File: src/rtl/crc32_eth_stream.sv
// Streaming Ethernet CRC-32 engine (reflected poly 0xEDB88320, init/xorout all-ones).
// Folds DATA_W/8 bytes per beat in lane order, reports the FCS one cycle after
// the eop beat, checks the residue for frames that carry their own FCS, and
// counts completed frames and framing errors.
//
// Handshake: s_valid qualifies s_sop, s_eop, s_data and s_keep in the same
// cycle. The block is always ready; a beat is taken on every cycle where
// s_valid is high. s_keep is only looked at on eop beats.
module crc32_eth_stream #(
  parameter int DATA_W = 32,
  parameter int CNT_W  = 16
) (
  input  logic                  clk,
  input  logic                  rst,
  input  logic                  s_valid,
  input  logic                  s_sop,
  input  logic                  s_eop,
  input  logic [DATA_W-1:0]     s_data,
  input  logic [DATA_W/8-1:0]   s_keep,
  output logic                  crc_valid,
  output logic [31:0]           crc_out,
  output logic                  crc_ok,
  output logic                  busy,
  output logic [CNT_W-1:0]      frame_cnt,
  output logic [CNT_W-1:0]      err_cnt,
  output logic                  state_dbg
);

  localparam int          BYTES       = DATA_W / 8;
  localparam logic [31:0] CRC_POLY    = 32'hEDB88320;
  localparam logic [31:0] CRC_INIT    = 32'hFFFFFFFF;
  localparam logic [31:0] CRC_RESIDUE = 32'hDEBB20E3;

  typedef enum logic {
    IDLE     = 1'b0,
    IN_FRAME = 1'b1
  } state_t;

  state_t            state;
  logic [31:0]       crc_reg;
  logic [31:0]       crc_next;
  logic [BYTES-1:0]  keep_inc;
  logic              bad_keep;
  logic              accept;
  logic              err_inc;

  assign state_dbg = state;

  // One byte of the reflected CRC, bit-serial inside the byte (unrolled by synthesis).
  function automatic logic [31:0] fold_byte(input logic [31:0] c, input logic [7:0] b);
    logic [31:0] r;
    r = c ^ {24'h000000, b};
    for (int k = 0; k < 8; k++) begin
      r = r[0] ? ((r >> 1) ^ CRC_POLY) : (r >> 1);
    end
    return r;
  endfunction

  // Thermometer keep has no set bit above a clear bit: keep & (keep+1) == 0.
  assign keep_inc = s_keep + BYTES'(1);
  assign bad_keep = s_eop && ((s_keep & keep_inc) != '0);

  // A beat belongs to a frame if it opens one or continues the current one.
  assign accept = s_valid && (s_sop || (state == IN_FRAME));

  // Orphan beat, abort, or bad keep; several at once still count as one error.
  assign err_inc = s_valid && (((state == IDLE) && !s_sop) ||
                               ((state == IN_FRAME) && s_sop) ||
                               (accept && bad_keep));

  // Fold the enabled lanes of this beat, starting fresh on sop.
  always_comb begin
    crc_next = s_sop ? CRC_INIT : crc_reg;
    for (int i = 0; i < BYTES; i++) begin
      if (!s_eop || s_keep[i]) begin
        crc_next = fold_byte(crc_next, s_data[8*i +: 8]);
      end
    end
  end

  // Frame FSM, CRC register, registered results and counters.
  always_ff @(posedge clk) begin
    if (rst) begin
      state     <= IDLE;
      busy      <= 1'b0;
      crc_reg   <= CRC_INIT;
      crc_valid <= 1'b0;
      crc_out   <= 32'h0;
      crc_ok    <= 1'b0;
      frame_cnt <= '0;
      err_cnt   <= '0;
    end else begin
      crc_valid <= 1'b0;
      if (err_inc && (err_cnt != '1)) begin
        err_cnt <= err_cnt + CNT_W'(1);
      end
      if (accept) begin
        if (s_eop) begin
          state   <= IDLE;
          busy    <= 1'b0;
          crc_reg <= CRC_INIT;
          if (!bad_keep) begin
            crc_valid <= 1'b1;
            crc_out   <= ~crc_next;
            crc_ok    <= (crc_next == CRC_RESIDUE);
            frame_cnt <= frame_cnt + CNT_W'(1);
          end
        end else begin
          state   <= IN_FRAME;
          busy    <= 1'b1;
          crc_reg <= crc_next;
        end
      end
    end
  end

endmodule

File: config.mk
export PLATFORM = sky130hd
export DESIGN_NAME = crc32_eth_stream
export DESIGN_NICKNAME = d
export VERILOG_FILES = /design/src/rtl/crc32_eth_stream.sv
export SDC_FILE = /design/constraint.sdc
export NUM_CORES = 1
export LEC_CHECK = 0
export ABC_AREA = 1
export CAP_MARGIN = 20
export CORE_UTILIZATION = 40
export DETAILED_ROUTE_END_ITERATION = 8
export SKIP_LAST_GASP = 1
export SYNTH_ARGS = -nofsm -noshare
export SYNTH_HDL_FRONTEND = slang
export SYNTH_SLANG_ARGS = --single-unit
File: constraint.sdc
create_clock -name clk -period 5.7 [get_ports clk]
set_input_delay 1.14 -clock clk [delete_from_list [all_inputs] [get_ports clk]]
set_output_delay 1.14 -clock clk [all_outputs]
set_load 0.05 [all_outputs]
## Word-level counts from Yosys, hierarchy flattened

Index checks and enable logic that the tools add are counted.

| storage, ports and cells | value |
|---|---|
| register bits after elaboration | 99 |
| input port bits | 41 |
| output and inout bits | 68 |
| word-level logic and storage cells | 113 |

| operators by class | value |
|---|---|
| add/sub/neg operators | 3 |
| equality and inequality tests | 2 |
| multiplexer cells | 40 |
| bitwise logic cells | 42 |
| reduce and logical (&&, ||, !) cells | 19 |

Operators with widths:

| cell | count |
|---|---|
| two-way mux 32 bit | 38 |
| NOT 13 -> 14 bit | 32 |
| XOR 32 x 8 -> 32 bit | 4 |
| adder 16 x 1 -> 16 bit, second input constant | 2 |
| equality test 32 bit, second input constant | 1 |
| NOT 32 bit | 1 |
| inequality test 16 bit, second input constant | 1 |
| logical AND 1 bit | 7 |
| logical OR 1 bit | 7 |
| adder 4 x 1 -> 4 bit, second input constant | 1 |
| AND 4 bit | 1 |
| NOT 1 bit | 4 |
| nonzero test 4 bit | 1 |
| AND reduction 3 bit | 1 |
| OR reduction 3 bit | 1 |
| zero test 1 bit | 2 |
| two-way mux 1 bit | 2 |

## Logic depth before layout (Yosys ltp)

Gate-level depths: netlist (run 1).

| logic depth | value |
|---|---|
| depth after elaboration | 74 |
| depth in mapped cells | 43 |
| depth with buffers taken out | 42 |

## Worst setup path before layout (run 1)

OpenSTA, ideal clock, no wires.

| timing path | value |
|---|---|
| kind | input to register |
| start | in s_sop |
| end | reg crc_ok |
| library setup time | 0.071 ns |
| data arrival time | 4.164 ns |
| data required time | 5.629 ns |
| slack | 1.465 ns |
| cell stages on the path | 38 |
| path buffers | 1 |
| cell sequence | buf_6 > nor2_2 > nand2_1 > nand2_4 > nand2_2 > nand2_4 > nand2_2 > nand3_2 > nand3_2 > nand2_4 > nand2_2 > nand2_1 > nand2_1 > nand2_1 > nand2_1 > nand3_2 > nand3_1 > nand2_4 > [... 2 more ...] > nand2_1 > nand2_1 > nand2_2 > nand2_2 > nand2_2 > nand2_2 > nand2_4 > nand2_4 > nand2_1 > nand2_1 > nor2_1 > nand2_1 > nand2_1 > nor2_4 > nand3_1 > nor2_1 > nand3_1 > a21oi_1 |

| between the ends | value |
|---|---|
| longest elaborated chain between the ends | 55 |
| elaborated cells between the ends (all ways) | 77 |
| classes of those cells | 1 x eq/ne; 37 x mux; 36 x bitwise; 3 x reduce/logical |

Ends and longest elaborated chain:

| element | RTL line | source |
|---|---|---|
| from (decl) | 16 | `input logic s_sop,` |
| two-way mux 32 bit | 73 | `crc_next = s_sop ? CRC_INIT : crc_reg;` |
| XOR 32 x 8 -> 32 bit | 52 | `r = c ^ {24'h000000, b};` |
| two-way mux 32 bit / NOT 13 -> 14 bit (equally long branches) (5 in a row) | n/a |  |
| NOT 13 -> 14 bit (no line) / two-way mux 32 bit (equally long branches) | n/a |  |
| two-way mux 32 bit / NOT 13 -> 14 bit (equally long branches) | n/a |  |
| NOT 13 -> 14 bit (no line) / two-way mux 32 bit (equally long branches) | n/a |  |
| two-way mux 32 bit / NOT 13 -> 14 bit (equally long branches) | n/a |  |
| two-way mux 32 bit (tied with other cells) | 54 | `r = r[0] ? ((r >> 1) ^ CRC_POLY) : (r >> 1);` |
| [... 33 more ...] | n/a |  |
| two-way mux 32 bit / NOT 13 -> 14 bit (equally long branches) | n/a |  |
| NOT 13 -> 14 bit (no line) / two-way mux 32 bit (equally long branches) | n/a |  |
| two-way mux 32 bit / NOT 13 -> 14 bit (equally long branches) (3 in a row) | n/a |  |
| NOT 13 -> 14 bit (no line) / two-way mux 32 bit (equally long branches) | n/a |  |
| two-way mux 32 bit / NOT 13 -> 14 bit (equally long branches) | n/a |  |
| two-way mux 32 bit | 54 |  |
| two-way mux 32 bit | 75 | `if (!s_eop \|\| s_keep[i]) begin` |
| equality test 32 bit | 105 | `crc_ok <= (crc_next == CRC_RESIDUE);` |
| to (signal assigned) | 105 |  |
| to (decl) | 22 | `output logic crc_ok,` |

Several ways; a longest one is shown, not always the timed one.
A chain may end at the register's enable or synchronous reset.

## Final worst setup path (run 1)

| timing path | value |
|---|---|
| start | in s_eop |
| end | reg crc_out[18] |

| between the ends | value |
|---|---|
| longest elaborated chain between the ends | 46 |
| elaborated cells between the ends (all ways) | 62 |
| classes of those cells | 28 x mux; 27 x bitwise; 7 x reduce/logical |

Ends and longest elaborated chain:

| element | RTL line | source |
|---|---|---|
| from (decl) | 17 | `input logic s_eop,` |
| zero test 1 bit | 75 |  |
| logical OR 1 bit | 75 |  |
| two-way mux 32 bit | 75 |  |
| XOR 32 x 8 -> 32 bit | 52 |  |
| NOT 13 -> 14 bit (no line) | n/a |  |
| two-way mux 32 bit | 54 |  |
| NOT 13 -> 14 bit (no line) | n/a |  |
| two-way mux 32 bit (3 in a row) | 54 |  |
| [... 27 more ...] | n/a |  |
| NOT 13 -> 14 bit (no line) | n/a |  |
| two-way mux 32 bit | 54 |  |
| NOT 13 -> 14 bit (no line) | n/a |  |
| two-way mux 32 bit | 54 |  |
| NOT 13 -> 14 bit (no line) | n/a |  |
| two-way mux 32 bit (2 in a row) | 54 |  |
| two-way mux 32 bit | 75 |  |
| NOT 32 bit | 104 | `crc_out <= ~crc_next;` |
| to (signal assigned) | 104 |  |
| to (decl) | 21 | `output logic [31:0] crc_out,` |

Several ways; a longest one is shown, not always the timed one.

==> out/metrics.csv, run 1 <==
stage,metric,value,unit
timing,fin_crit,5280,ps
power,p_sw,3.23,mW
cells_and_area,stdcell_count,2858,
floorplan,pin_count,109,
timing,fmax,189,MHz
clocking,cts_buffer_depth,2,
yosys,yosysUniqueCellTypes,42,
timing,hold_violations,0,
yosys,synth_warnings,0,
timing,max_slew_margin,0.329,
floorplan,start_util,0.408,
clocking,clock-sinks,99,
route,ant_nets,0,
clocking,cts_tree,built,
critical_path,critical_path.max_fanout,10,
critical_path,regToRegEndpoint,crc_reg[23]$_SDFFE_PP1P_,
route,routedWlPerCell,18.1,µm
cells_and_area,syn_to_final_growth,30.3,%
yosys,synth-seq-area-share,0.169,
grt,gr-total-overflow,0,
clocking,cts_made_buffers,9,
critical_path,crit_path_frequent_cell,nand2_1,
route,vias,15100,
clocking,clock_latency,340,ps
placed_design,dpl.hpwl,42700,µm
timing,finalSetupTns,0,ps
timing,final_max_slew_viol_count,0,
yosys,ys_top_cells_by_area,"nand2_1, dfxtp_1, nand3_1",
timing,tightest_slew,1000,ps
cells_and_area,n_antenna_cell,0,
yosys,postSynthCellCount,2183,
grt,grt_max_degree,36,
timing,rsz0062_at_grt,false,
yosys,synth_seq_cells,99,
timing,setup_viol,0,
timing,period_share,0.926,
floorplan,core_region_area,28700,µm²
power,vdd_drop_max,0.000200,V
yosys,syn_avg_cell_area,5.36,µm²
cells_and_area,finish.utilization,0.531,
floorplan,die_area,29900,µm²
power,p_seq_frac,0.128,
yosys,mappedNetlistNets,2227,
cells_and_area,nets,2514,
yosys,synth_top_flop_cell,dfxtp_1,
critical_path,worstPathRequired,5930,ps
hold_path,min_path_cells,1,
yosys,synth_edf_count,0,
yosys,synthArstFlopShare,0,
route,drc,0,
yosys,syn-cell-area,11700,µm²
hold_path,min_from,frame_cnt[15]$_SDFFE_PP0P_,
job,cap_violations,0,
grt,first_global_vias,13600,
grt,antenna_found_initial,0,
cells_and_area,design_area,15200,µm²
critical_path,crit_path_end_kind,flip-flop,
hold_path,min_path_type,reg -> reg,
timing,hold_ws,451,ps
outcome,status,"complete, no violations",
placed_design,dpl_cell_area,14700,µm²
critical_path,regToRegStartpoint,crc_reg[4]$_SDFFE_PP1P_,
critical_path,worst-setup-path-type,in -> reg,
placed_design,portBuffers,108,
critical_path,start_kind,input pin,
critical_path,reg2reg_slack,1320,ps
critical_path,reg2regPathDepth,35,
power,clkPwrFrac,0.097,
route,avgViaCountPerCell,5.27,
clocking,root_buffer,clkbuf_16,
timing,finalClockSkew,13.0,ps
cells_and_area,drive_above_1_share,0.191,
yosys,synth_top_area_cell,nand2_1,
placed_design,placedCellCount,2836,
yosys,netlist.area_leader.share,0.305,
yosys,synth.most_common_cell,nand2_1,
floorplan,die_height,173,µm
placed_design,gp_congestion,1.06,
hold_path,whs_endpoint,frame_cnt[15]$_SDFFE_PP0P_,
grt,grt_pass1_wl,78300,µm
floorplan,row_count,62,
clocking,cts.htree.levels,3,
power,p_leak,7.93,nW
clocking,cts.reportedPaths.clkPinSlew,70,ps
yosys,synth_common_cells,"nand2_1, nand3_1, inv_1, dfxtp_1, nor2_1",
grt,track_usage,0.338,
power,p_int,2.77,mW
critical_path,slowest_delay,520,ps
route,drt-pass1-iter-count,6,
power,pwr_density_cell,394,nW/µm²
route,drt_iter0_drc,1270,
route,wl,51700,µm
critical_path,cpMaxStageDelayCell,clkdlybuf4s50_1,
clocking,cts.hold.buffers_added,0,
critical_path,crit_arrival,5510,ps
power,p_comb_frac,0.774,
floorplan,die_w,173,µm
power,swShare,0.538,
power by group through the flow:
stage | clock, mW | combinational, mW | sequential [mW]
6_report | 0.585 | 4.65 | 0.769
5_1_grt | 0.622 | 5.06 | 0.772
4_1_cts | 0.594 | 4.46 | 0.768
3_5_place_dp | 0 | 4.44 | 0.784
3_3_place_gp | 0 | 4.43 | 0.783
2_1_floorplan | 0 | 2.46 | 0.819
layout by cell type (no fill, tap or decap), types with 38 or more instances in the layout:
cell type	netlist	layout
a21oi_1	51	49
buf_4	2	219
clkdlybuf4s50_1	0	107
dfxtp_1	99	99
inv_1	199	197
nand2_1	950	931
nand2_2	89	100
nand3_1	319	316
nand3_2	37	38
nor2_1	97	91
o21ai_0	48	46
cells by family after synthesis:
logic type	Yosys count	share of synthesized area
and+or+nand+nor	1595	0.618
buffers and inverters	273	0.0943
AOI/OAI and AO/OA	173	0.0832
DFF	99	0.169
xor gates and xnor gates	40	0.0319
adders and majority gates	3	0.00321
critical path: cells and delay by family:
family	cells	cell delay (ps)
AOI/OAI and AO/OA	1	100
buffers and inverters	7	1310
and+or+nand+nor	24	2960
layer usage:
layer	part of all wire	track usage	wire, µm
met1	0.46	0.471	23700
met2	0.45	0.548	23100
met3	0.069	0.0396	3550
met4	0.026	0.0918	1350
met5	0	0	0
cell type report:
cell class                 instances  area [µm²]
tap                              384         480
multi-input combinational       1812        8810
sequential                        99        1980
inverter                         214         811
timing repair buffer             334        2870
fill                            3127       13500
clock inverter                     4        33.8
clock buffer                      11         253
how the worst max path moves through the flow:
stage                          endpoint  slack [ps]   from
2_1_floorplan       crc_ok$_SDFFE_PP0P_        1470  s_sop
4_1_cts        crc_out[18]$_SDFFE_PP0P_          20  s_sop
3_5_place_dp   crc_out[18]$_SDFFE_PP0P_        -320  s_sop
6_report       crc_out[18]$_SDFFE_PP0P_         420  s_eop
5_1_grt             crc_ok$_SDFFE_PP0P_         100  s_eop
3_3_place_gp   crc_out[18]$_SDFFE_PP0P_        -360  s_sop
per-stage QoR:
stage          worst slack (ps)  power (mW)
6_report                    423        6.00
5_1_grt                    95.8        6.45
4_1_cts                    21.8        5.83
3_5_place_dp               -324        5.23
3_3_place_gp               -357        5.21
2_1_floorplan              1470        3.28
what timing repair did:
action,CTS,global route
endpoints found under the hold margin,0,0
buffers inserted,0,5
endpoints found under the setup margin,0,45
gates resized for setup,0,50
No activity file was read; power rests on OpenSTA's default activity.
==> run 2: changes to the inputs <==
Settings changed: CORE_MARGIN set to 2.
==> run 2 against run 1 <==
Final cell count grew 2.4%. First-iteration DRC count grew 17%. Global-route usage shrank 0.75 points. Fmax is 0.56% higher. Utilization grew 1.4 points. Sequential share of layout area shrank 0.36 points. Power up 2.5%. Via count up 2.8%. Setup slack improved by 30 ps. Die area increased by 2.3%. Largest power group unchanged.
==> out/metrics.csv, run 2 (synthesis gave the netlist of run 1 again) <==
stage,metric,value,unit,change
cells_and_area,stdcell_count,2927,,+2.4%
route,wl,51600,µm,-0.26%
clocking,cts.hold.buffers_added,0,,unchanged
critical_path,crit_path_end_kind,flip-flop,,
route,drc,0,,unchanged
floorplan,die_area,30600,µm²,+2.3%
route,avgViaCountPerCell,5.29,,+0.39%
route,drt-pass1-iter-count,6,,unchanged
cells_and_area,syn_to_final_growth,34.0,%,
grt,antenna_found_initial,1,,+1
hold_path,min_path_cells,1,,unchanged
grt,track_usage,0.330,,-0.00754
clocking,cts_tree,built,,
grt,first_global_vias,13800,,+1.7%
floorplan,start_util,0.406,,-0.00110
critical_path,cpMaxStageDelayCell,nor2_2,,
floorplan,pin_count,109,,unchanged
cells_and_area,nets,2581,,+2.7%
hold_path,whs_endpoint,frame_cnt[15]$_SDFFE_PP0P_,,
placed_design,portBuffers,108,,unchanged
power,vdd_drop_max,0.000217,V,+8.6%
clocking,cts.reportedPaths.clkPinSlew,70,ps,about the same
placed_design,placedCellCount,2907,,+2.5%
route,routedWlPerCell,17.6,µm,-2.6%
outcome,status,"complete, no violations",,
cells_and_area,layout_commonest_cell,nand2_1,,
critical_path,start_kind,input pin,,
grt,grt_pass1_wl,78400,µm,+0.18%
cells_and_area,drive_above_1_share,0.204,,+0.0130
critical_path,worst-setup-path-type,in -> reg,,
critical_path,slowest_delay,280,ps,-240 ps
route,drt_iter0_drc,1480,,+17%
clocking,clock-sinks,99,,unchanged
clocking,clock_latency,350,ps,about the same
critical_path,reg2regPathDepth,35,,unchanged
critical_path,worstPathRequired,5950,ps,+20 ps
timing,fin_crit,5250,ps,-29.6 ps
floorplan,die_w,175,µm,+1.2%
power,pwr_density_cell,393,nW/µm²,-0.30%
clocking,cts_buffer_depth,2,,unchanged
critical_path,regToRegEndpoint,crc_ok$_SDFFE_PP0P_,,
floorplan,core_region_area,28800,µm²,+0.27%
timing,setup_viol,0,,unchanged
clocking,cts_made_buffers,9,,unchanged
timing,max_slew_margin,0.293,,-0.0365
timing,rsz0062_at_grt,false,,
timing,hold_ws,456,ps,+5.58 ps
floorplan,row_count,62,,unchanged
critical_path,critical_path.max_fanout,11,,+1
timing,period_share,0.921,,-0.00520
clocking,root_buffer,clkbuf_16,,
hold_path,min_path_type,reg -> reg,,
job,cap_violations,0,,unchanged
clocking,cts.htree.levels,3,,unchanged
timing,fmax,191,MHz,+0.56%
power,p_leak,8.26,nW,+4.2%
grt,grt_max_degree,68,,+89%
timing,tightest_slew,1060,ps,+54.3 ps
floorplan,die_height,175,µm,+1.2%
timing,final_max_slew_viol_count,0,,unchanged
power,p_total,6.16,mW,+2.5%
timing,finalClockSkew,12.3,ps,-0.670 ps
timing,hold_violations,0,,unchanged
placed_design,gp_congestion,1.02,,-3.5%
critical_path,crit_path_frequent_cell,nand2_1,,
critical_path,regToRegStartpoint,crc_reg[0]$_SDFFE_PP1P_,,
cells_and_area,final_cell_mix,"nand2_1, nand3_1, buf_4, inv_1, clkdlybuf4s50_1",,
grt,gr-total-overflow,0,,unchanged
route,vias,15500,,+2.8%
critical_path,reg2reg_slack,1330,ps,about the same
route,ant_nets,0,,unchanged
hold_path,min_from,frame_cnt[15]$_SDFFE_PP0P_,,
critical_path,crit_arrival,5500,ps,about the same
placed_design,dpl.hpwl,42900,µm,+0.39%
-- run 2: changes by cell type in the layout (fill, tap and decap cells not counted), sizes merged --
cell / change
buf: +68
inv: +3
bufinv: +1
clkbuf: -1
clkdlybuf4s50: -1
clkinv: -1
clkinvlp: -1
diode: +1
dlymetal6s2s: +1
nand2: -1
-- run 2: where the power goes --
part / internal, mW / total, mW / leakage, nW / switching [mW]
clock network: 0.361 / 0.646 / 0.156 / 0.284
logic: 1.83 / 4.74 / 7.30 / 2.92
registers: 0.734 / 0.767 / 0.804 / 0.0333
-- run 2: final cells by class --
| type | count | area (µm²) |
|---|---|---|
| multi-input combinational | 1811 | 8680 |
| sequential | 99 | 1980 |
| antenna | 1 | 2.50 |
| fill | 3044 | 13100 |
| clock buffer | 10 | 239 |
| clock inverter | 6 | 76.3 |
| inverter | 214 | 811 |
| timing repair buffer | 402 | 3400 |
| tap | 384 | 480 |
-- run 2: how the worst max path moves through the flow --
stage / start / to / slack (ps) / cells past startpoint
floorplan: s_sop / crc_ok$_SDFFE_PP0P_ / 1470 / 38
global placement: s_sop / crc_ok$_SDFFE_PP0P_ / -230 / 37
detailed placement: s_sop / crc_reg[26]$_SDFFE_PP1P_ / -260 / 38
CTS: s_sop / crc_ok$_SDFFE_PP0P_ / 100 / 37
global route: s_sop / crc_ok$_SDFFE_PP0P_ / 30 / 38
finish: s_sop / crc_out[7]$_SDFFE_PP0P_ / 450 / 36
-- run 2: metrics by stage --
| stage | worst slack [ps] | util | TNS, ps | instance area [µm²] |
|---|---|---|---|---|
| floorplan | 1470 | - | 0 | 11700 |
| global placement | -227 | 0.530 | -2840 | 15200 |
| detailed placement | -257 | 0.530 | -4840 | 15200 |
| CTS | 101 | 0.541 | 0 | 15600 |
| global route | 31.0 | 0.545 | 0 | 15700 |
| finish | 453 | 0.545 | 0 | 15700 |
-- run 2: worst max-delay path: cells and delay by family --
kind	cells	cell delay [ps]
AOI/OAI and AO/OA	2	290
buffers and inverters	7	1020
and+or+nand+nor	27	3030
-- run 2: routing by layer --
metal  part of all wire  vias up  track usage
li1                   -     7684            -
met1               0.46     7147        0.466
met2               0.45      588        0.539
met3              0.070       56       0.0324
met4              0.023        0       0.0809
met5                  0        -            0
-- run 2: timing repair --
action | CTS | global route
endpoints found under the setup margin | 0 | 47
setup buffers | 0 | 2
gates resized for setup | 0 | 18
endpoints found under the hold margin | 0 | 0
==> run 3: changes to the inputs <==
Settings changed: MAX_ROUTING_LAYER set to met4.
==> run 3 against run 2 <==
Critical path depth decreased by 3. Die area unchanged. Power increased by 1.7%. Clock power about the same. Worst hold slack improved by 12 ps.
==> out/metrics.csv, run 3 (synthesis gave the netlist of run 1 again) <==
stage,metric,value,unit,change
cells_and_area,finish.utilization,0.554,,+0.00978
timing,tightest_slew,1010,ps,-51.9 ps
floorplan,die_height,175,µm,unchanged
clocking,root_buffer,clkbuf_16,,
route,routedWlPerCell,17.9,µm,+1.8%
floorplan,die_area,30600,µm²,unchanged
power,pwr_density_cell,393,nW/µm²,about the same
clocking,cts.htree.levels,3,,unchanged
timing,fin_crit,5380,ps,+130 ps
hold_path,min_path_type,reg -> reg,,
timing,fmax,186,MHz,-2.4%
clocking,cts.reportedPaths.clkPinSlew,70,ps,about the same
clocking,clock_latency,350,ps,about the same
cells_and_area,drive_above_1_share,0.217,,+0.0132
clocking,cts_tree,built,,
placed_design,portBuffers,108,,unchanged
floorplan,start_util,0.406,,unchanged
timing,period_share,0.943,,+0.0228
grt,grt_max_degree,67,,-1.5%
grt,gr-total-overflow,0,,unchanged
critical_path,cpMaxStageDelayCell,clkdlybuf4s50_1,,
route,wl,53000,µm,+2.9%
job,cap_violations,0,,unchanged
floorplan,core_region_area,28800,µm²,unchanged
outcome,status,"complete, no violations",,
cells_and_area,layout_commonest_cell,nand2_1,,
power,clkPwrFrac,0.103,,-0.002
timing,rsz0062_at_grt,false,,
critical_path,crit_path_end_kind,flip-flop,,
power,p_sw,3.29,mW,+1.8%
critical_path,slowest_delay,520,ps,+240 ps
cells_and_area,design_area,16000,µm²,+1.8%
floorplan,die_w,175,µm,unchanged
placed_design,gp_congestion,1.04,,+2.1%
timing,final_max_slew_viol_count,0,,unchanged
critical_path,crit_arrival,5650,ps,+150 ps
power,swShare,0.525,,about the same
clocking,cts_made_buffers,9,,unchanged
route,drc,0,,unchanged
power,vdd_drop_max,0.000212,V,-2.4%
grt,first_global_vias,14600,,+5.3%
cells_and_area,syn_to_final_growth,36.4,%,
power,p_seq_frac,0.122,,-0.003
cells_and_area,final_cell_mix,"nand2_1, buf_4, nand3_1, inv_1, clkdlybuf4s50_1",,
critical_path,start_kind,input pin,,
clocking,clock-sinks,99,,unchanged
grt,antenna_found_initial,1,,unchanged
route,drt-pass1-iter-count,7,,+1
power,p_int,2.97,mW,+1.7%
critical_path,worstPathRequired,5970,ps,+20 ps
critical_path,critical_path.max_fanout,23,,+12
route,vias,15700,,+1.2%
cells_and_area,stdcell_count,2957,,+1.0%
power,p_comb_frac,0.775,,+0.004
timing,finalClockSkew,9.03,ps,-3.32 ps
placed_design,dpl_cell_area,15500,µm²,+1.7%
critical_path,crit_buf_inv,4,,-3
critical_path,crit_path_frequent_cell,nand2_1,,
timing,setup_viol,0,,unchanged
route,drt_iter0_drc,1470,,-0.68%
route,ant_nets,0,,unchanged
cells_and_area,fillerInstances,3049,,+0.16%
floorplan,pin_count,109,,unchanged
critical_path,path_delay_family,simple AND/OR/NAND/NOR gates,,
grt,track_usage,0.353,,+0.0227
floorplan,row_count,62,,unchanged
timing,max_slew_margin,0.328,,+0.0349
placed_design,dpl.hpwl,44500,µm,+3.7%
placed_design,placedCellCount,2939,,+1.1%
power,p_leak,8.41,nW,+1.8%
clocking,cts_buffer_depth,2,,unchanged
critical_path,worst-setup-path-type,in -> reg,,
grt,grt_pass1_wl,81600,µm,+4.1%
cells_and_area,nets,2611,,+1.2%
timing,hold_violations,0,,unchanged
route,avgViaCountPerCell,5.30,,+0.19%
[run 3: changes by cell type in the layout (fill, tap and decap cells not counted), sizes merged]
cell and delta:
buf +30, clkinv +2, inv -2, clkdlybuf4s50 +1, dlymetal6s2s -1
[run 3: per-layer routing]
metal / GRT usage / wire [µm] / up-vias
li1: - / - / 7762
met3: 0.0407 / 3570 / 87
met4: 0.0972 / 1600 / 0
met5: - / 0 / -
met1: 0.478 / 24000 / 7201
met2: 0.555 / 23900 / 613
[run 3: stage by stage]
stage / setup slack (ps) / power [mW] / hold WS (ps) / TNS [ps]
2_1_floorplan: 1470 / 3.28 / 453 / 0
3_3_place_gp: -246 / 5.45 / 447 / -1190
3_5_place_dp: -244 / 5.46 / 460 / -2090
4_1_cts: 114 / 6.12 / 478 / 0
5_1_grt: 5.27 / 6.73 / 509 / 0
6_report: 322 / 6.26 / 468 / 0
[run 3: path summary, 6_finish.rpt]
check / slack, ps / endpoint / from / cells past startpoint
worst max register to register: 1170 / crc_ok$_SDFFE_PP0P_ / crc_reg[4]$_SDFFE_PP1P_ / 35
worst min register to register: 470 / frame_cnt[15]$_SDFFE_PP0P_ / frame_cnt[15]$_SDFFE_PP0P_ / 1
worst min-delay path: 470 / frame_cnt[15]$_SDFFE_PP0P_ / frame_cnt[15]$_SDFFE_PP0P_ / 1
worst max-delay path: 320 / crc_ok$_SDFFE_PP0P_ / s_eop / 33
[run 3: area by class of cell]
class                   instances  area, µm²  area share
well taps                     384        480      0.0301
multi-input cells            1811       8720       0.547
clock inverters                 6       83.8     0.00525
flip-flops and latches         99       1980       0.124
repair buffers                432       3630       0.228
clock buffers                  10        239      0.0150
inverters                     214        811      0.0508
diodes                          1       2.50    0.000157
[run 3: power by group through the flow]
stage	Sequential (mW)	Clock [mW]	Combinational, mW
after CTS	0.765	0.653	4.70
final	0.766	0.644	4.85
after floorplan	0.819	0	2.46
after global routing	0.771	0.682	5.28
after detailed placement	0.781	0	4.68
after global placement	0.781	0	4.66
[run 3: repair_timing]
item                       4_1_cts  5_1_grt
resized for setup                0       32
buffers inserted                 0        0
hold buffers                     0        0
setup endpoints to repair        0       44
[run 3: worst reg2reg max path: cells and delay by family, from the launching register on]
kind            cells  cell delay [ps]
buf+inv             2              320
compound gates      1              140
flops               1              380
simple gates       32             3630
